**src/rtl/poseidon_stream_pkg.sv**
```systemverilog
// Shared types for the Poseidon input stream.
//   WIDTH/BEATS : field-element width and beats per packet (state width t)
//   field_t     : one beat payload
//   state_t     : array of BEATS field elements, beat 0 at index 0
//   asm_state_e : input assembler control states
//   pack_state  : flattens a state_t into a vector, beat k at [k*WIDTH +: WIDTH]
package poseidon_stream_pkg;

    localparam int unsigned WIDTH   = 255;
    localparam int unsigned BEATS   = 3;
    localparam int unsigned STATE_W = WIDTH * BEATS;
    localparam int unsigned IDX_W   = (BEATS > 1) ? $clog2(BEATS) : 1;

    typedef logic [WIDTH-1:0] field_t;
    typedef field_t state_t [BEATS];

    typedef enum logic [1:0] {
        COLLECT = 2'd0,
        FULL    = 2'd1,
        DROP    = 2'd2
    } asm_state_e;

    function automatic logic [STATE_W-1:0] pack_state(input state_t s);
        logic [STATE_W-1:0] v;
        v = '0;
        for (int k = 0; k < int'(BEATS); k++) begin
            v[k*WIDTH +: WIDTH] = s[k];
        end
        return v;
    endfunction

endpackage

```
**src/rtl/poseidon_input_assembler.sv**
```systemverilog
// Poseidon input assembler: collects BEATS beats of WIDTH bits into one
// state vector for the permutation core. Double-buffered (assembly register
// plus output register); framing errors are flagged and the stream is
// resynchronised on in_last.
//   clk, resetn         : clock, synchronous active-low reset
//   in_valid/in_ready   : beat handshake, in_last marks the final beat
//   in_payload          : beat data
//   out_valid/out_ready : assembled state handshake, out_state = beats 0..BEATS-1 (beat 0 in LSBs)
//   err_early_last      : one-cycle pulse, last seen before the final beat
//   err_missing_last    : one-cycle pulse, final beat arrived without last
//   pkt_count           : packets delivered on the out handshake (wraps)
module poseidon_input_assembler
    import poseidon_stream_pkg::*;
#(
    parameter int unsigned CNT_W = 16
) (
    input  logic                     clk,
    input  logic                     resetn,
    input  logic                     in_valid,
    output logic                     in_ready,
    input  logic                     in_last,
    input  logic [WIDTH-1:0]         in_payload,
    output logic                     out_valid,
    input  logic                     out_ready,
    output logic [BEATS*WIDTH-1:0]   out_state,
    output logic                     err_early_last,
    output logic                     err_missing_last,
    output logic [CNT_W-1:0]         pkt_count
);

    localparam logic [IDX_W-1:0] LAST_IDX = IDX_W'(BEATS - 1);

    asm_state_e          r_state;
    logic [IDX_W-1:0]    r_idx;
    state_t              r_asm;
    logic                r_out_valid;
    logic [STATE_W-1:0]  r_out_state;
    logic                r_err_early;
    logic                r_err_missing;
    logic [CNT_W-1:0]    r_pkt_count;

    logic                w_in_fire;
    logic                w_out_fire;
    logic                w_slot_free;
    state_t              w_load;
    logic [STATE_W-1:0]  w_load_vec;
    logic [STATE_W-1:0]  w_full_vec;

    // Ready depends only on registered state, never on in_valid.
    assign in_ready    = resetn && (r_state != FULL);
    assign w_in_fire   = in_valid && in_ready;
    assign w_out_fire  = r_out_valid && out_ready;
    assign w_slot_free = !r_out_valid || out_ready;

    // Direct load path: stored beats plus the final beat straight from the input.
    always_comb begin
        w_load            = r_asm;
        w_load[BEATS-1]   = in_payload;
    end

    assign w_load_vec = pack_state(w_load);
    assign w_full_vec = pack_state(r_asm);

    // Control FSM, assembly register and output register.
    always_ff @(posedge clk) begin
        if (!resetn) begin
            r_state       <= COLLECT;
            r_idx         <= '0;
            for (int k = 0; k < int'(BEATS); k++) begin
                r_asm[k] <= '0;
            end
            r_out_valid   <= 1'b0;
            r_out_state   <= '0;
            r_err_early   <= 1'b0;
            r_err_missing <= 1'b0;
            r_pkt_count   <= '0;
        end else begin
            r_err_early   <= 1'b0;
            r_err_missing <= 1'b0;

            // Handshake retires the output; a load below overrides this.
            if (w_out_fire) begin
                r_out_valid <= 1'b0;
                r_pkt_count <= r_pkt_count + CNT_W'(1);
            end

            case (r_state)
                COLLECT: begin
                    if (w_in_fire) begin
                        if (r_idx != LAST_IDX) begin
                            if (in_last) begin
                                r_idx       <= '0;
                                r_err_early <= 1'b1;
                            end else begin
                                r_asm[r_idx] <= in_payload;
                                r_idx        <= r_idx + IDX_W'(1);
                            end
                        end else if (in_last) begin
                            r_idx <= '0;
                            if (w_slot_free) begin
                                r_out_state <= w_load_vec;
                                r_out_valid <= 1'b1;
                            end else begin
                                // Output still held: park the packet and stall input.
                                r_asm[BEATS-1] <= in_payload;
                                r_state        <= FULL;
                            end
                        end else begin
                            r_idx         <= '0;
                            r_err_missing <= 1'b1;
                            r_state       <= DROP;
                        end
                    end
                end

                FULL: begin
                    if (w_out_fire) begin
                        r_out_state <= w_full_vec;
                        r_out_valid <= 1'b1;
                        r_state     <= COLLECT;
                    end
                end

                DROP: begin
                    // Discard everything up to and including the next last.
                    if (w_in_fire && in_last) begin
                        r_idx   <= '0;
                        r_state <= COLLECT;
                    end
                end

                default: begin
                    r_idx   <= '0;
                    r_state <= COLLECT;
                end
            endcase
        end
    end

    assign out_valid        = r_out_valid;
    assign out_state        = r_out_state;
    assign err_early_last   = r_err_early;
    assign err_missing_last = r_err_missing;
    assign pkt_count        = r_pkt_count;

endmodule
```
**config.mk**
```make
export PLATFORM = sky130hd
export DESIGN_NAME = poseidon_input_assembler
export DESIGN_NICKNAME = d
export VERILOG_FILES = /design/src/rtl/poseidon_stream_pkg.sv /design/src/rtl/poseidon_input_assembler.sv
export SDC_FILE = /design/constraint.sdc
export NUM_CORES = 2
export LEC_CHECK = 0
export ABC_AREA = 1
export BUFFER_PORTS_ARGS = -buffer_cell sky130_fd_sc_hd__buf_2
export CORE_AREA = 2 2 402 404
export CTS_CLUSTER_DIAMETER = 150
export DETAILED_ROUTE_END_ITERATION = 8
export DIE_AREA = 0 0 404 406
export PLACE_DENSITY = 0.67
export SETUP_SLACK_MARGIN = 0.05
export SLEW_MARGIN = 15
export SYNTH_ARGS = -nofsm -noshare
export SYNTH_HDL_FRONTEND = slang
export SYNTH_SLANG_ARGS = --single-unit
```
**constraint.sdc**
```tcl
create_clock -name clk -period 3.4 [get_ports clk]
set_input_delay 0 -clock clk [delete_from_list [all_inputs] [get_ports clk]]
set_output_delay 0 -clock clk [all_outputs]
set_load 0.01 [all_outputs]
```
==> metrics <==
outcome=finished clean; DR pass1 iterations=9; Final TNS setup=0 ns; DRC violations left=0; CP Cell Sequence=inv_2 > nand2_1 > nand3_2 > inv_8 > nand2_4 > buf_12 > o21ai_0 > dlygate4sd3_1 > nor2_1; CP Launch Point=r_state[1]; Post-Synth Adder-Cell Area=less than 1%; main combinational cell family by area after synthesis=simple AND/OR/NAND/NOR gates; Final nets=around 11000; Int Pwr=31.1 mW; number of synthesized register bits=1553; Clock Skew=roughly 0.044 ns; Final Cycle Share=between 80% and 90%; share of cells above drive strength 1=around an eighth; initial antenna violation count=29; drt first-iter violations=6611; CTS Buf Count=164; H-tree levels=4; max_slew headroom=under 10%; crit-path leading delay family=buffers and inverters; Slew @ Worst Pin=roughly 1.4 ns; Core Area=0.160 mm²; GRT Residual Overflow=0; Sw Ratio=around a quarter; Synth top area share=a little under half; clock power share=between 40% and 50%; Hold Vio Cnt, Final=0; Comb power frac=approximately a tenth; delay of the slowest cell on the worst path=slightly below 0.6 ns; # IOs=roughly 1000; first-pass GRT wire length=357000 µm; CTS Sinks=roughly 1600; unrepaired setup endpoints after global routing=false; area growth from synthesis to layout=24.2%; Startpoint Class=register; Via Count=just under 70000; leading register cell type out of synthesis=dfxtp_1; CP Data Arrival Time=roughly 3.6 ns; final wirelength=between 200000 and 250000 µm; Compound-Gate Fraction of Synth Area=about 9.8%; RR Startpoint=r_state[1]; Layout Utilization=between 50% and 60%; clock tree root buffer cell=clkbuf_16; largest net degree at the start of global routing=between 200 and 250; CTS tree=done; Yosys warnings=0; count of different cell masters after synthesis=25; Final WS setup=about 0.54 ns; worst hold start=in_payload[94]; Hold Path Class=input pin to register; clk_lat worst skew=0.83 ns; Worst-path clk slew=about 0.06 ns; commonest cells in the netlist=nor2_1 (2326), nand2_1 (1571), dfxtp_1 (1553), nand3_1 (1288), inv_1 (1043); Cell Pwr Density=508 mW/mm²; async set or reset register ratio after synthesis=0%; post-synthesis mux area share=0%; share of the yosys chip area belonging to registers=46.7%; Synth Area in XOR/XNOR=0%; Crit path buffers/inverters=4; VDD IR max=0.494 mV; Avg Cell Area, Syn=around 6.7 µm²; mapped cell area=roughly 0.067 mm²; DP Worst Slack=around 0.80 ns; Mapped Nets=roughly 10000; Setup Buffers After CTS=0; Synth area leader=dfxtp_1; CTS Buffer Depth=3; simple-gate share of the synthesized area=a little under a third; Seq pwr share=between 40% and 50%; WHS=0.0526 ns; minimum clock period after layout=about 2.9 ns; Routed Antenna Nets=0; fillers=roughly 16000; vias in the first global route=61500; Setup CP Type=register to register; synth top area cells=dfxtp_1 (47%), nor2_1 (13%), nand3_1 (9.7%); PortBufs=around 1000; count leader, synth=nor2_1; EDFF count, synth=0; Placer Congestion=about 0.9; die height=around 410 µm; FMAX=around 350 MHz; critical-path maximum fanout=between 100 and 150; drt wl/cell=about 18 µm; DR vias/cell=~5.2; dpl hpwl=approximately 150000 µm; All-Layer GR Usage=between 20% and 30%; Die Wd=404 µm; max cap viols=0; FP Rows=between 100 and 150; initial core utilization=roughly two fifths; max-slew violations=0; leak pwr=between 30 and 40 nW; Setup crit end kind=register; Final Setup Violations=0; CP required=a little over 4 ns; Net Sw Power=around 11 mW; slowest CP cell=dlygate4sd3_1; die area=roughly 0.16 mm²; Syn Inst Count=a little under 10000
-- cells in the final DEF (no fill, tap or decap), types with 29 or more instances in the layout --
cell	synthesis	layout
dfxtp_1	1553	1553
clkbuf_1	268	35
buf_2	288	1043
o21ai_0	514	514
inv_1	1043	1043
buf_12	0	66
dlygate4sd3_1	0	450
nand3_1	1288	1288
clkbuf_16	0	167
nor2_1	2326	2325
clkbuf_8	0	36
nand2_1	1571	1570
buf_4	65	58
a21oi_1	779	778
clkinv_2	0	29
-- logic make-up (layout without fill, tap and decap cells) --
group                    after synthesis  count (layout)
AO/OA/AOI/OAI                       1302            1302
adder cells (fa/ha/maj)                4               4
buffers and inverters               1839            2964
flip-flops                          1553            1553
other                                  0              21
AND/OR/NAND/NOR                     5199            5199
-- layer usage --
layer,routed length (µm),GRT usage (%),up-vias
met5,69,0,-
met1,97700,35.1,31800
met4,15100,16.6,10
met2,107000,42.8,2825
met3,18500,5.31,598
li1,-,-,32800
-- power by group through the flow --
stage                     logic [mW]  registers, mW  clock network (mW)
final                           4.32           18.9                18.8
after global routing            4.72           18.9                19.8
after CTS                       4.26           18.9                19.0
after detailed placement        3.81           19.3                   0
after global placement          3.77           19.3                   0
after floorplan                 2.43           19.3                   0
-- flip-flops by register name (all words and copies together), names as in the netlist --
register	count
r_asm	765
err_early_last	1
out_state	765
out_valid	1
pkt_count	16
r_idx	2
r_state	2
err_missing_last	1
-- repair_timing --
item                                    CTS  global route
hold buffers                            450             0
endpoints found under the hold margin  1163             0
resized for setup                         0             0
-- stage by stage --
step | cells | total power [mW] | cell area [µm²]
2_1_floorplan | 9897 | 21.7 | 66500
3_3_place_gp | 12400 | 23.0 | 72400
3_5_place_dp | 12400 | 23.1 | 72400
4_1_cts | 13100 | 42.2 | 82600
5_1_grt | 13100 | 43.4 | 82600
6_report | 13100 | 42.0 | 82600
-- path summary, 6_finish.rpt --
kind / end / slack (ns) / depth (start not counted)
min: r_asm[94] / 0.05 / 4
max: r_asm[247] / 0.54 / 9
max reg2reg: r_asm[247] / 0.54 / 9
min reg2reg: out_state[174] / 0.48 / 2
-- layout make-up --
cell class,count,area (µm²),area share (%)
timing repair buffer,1618,11500,13.9
antenna,21,52.6,0.0636
sequential,1553,31100,37.6
inverter,1047,3950,4.77
clock inverter,61,833,1.01
clock buffer,238,4810,5.82
tap,2086,2610,3.16
multi-input combinational,6505,27800,33.7
-- tightest hold or removal path, delay by kind of cell --
family / cells / cell delay, ns
and+or+nand+nor: 1 / 0.08
AOI/OAI and AO/OA: 1 / 0.08
buffers and inverters: 2 / 0.68
(Power assumes the default switching activity.)
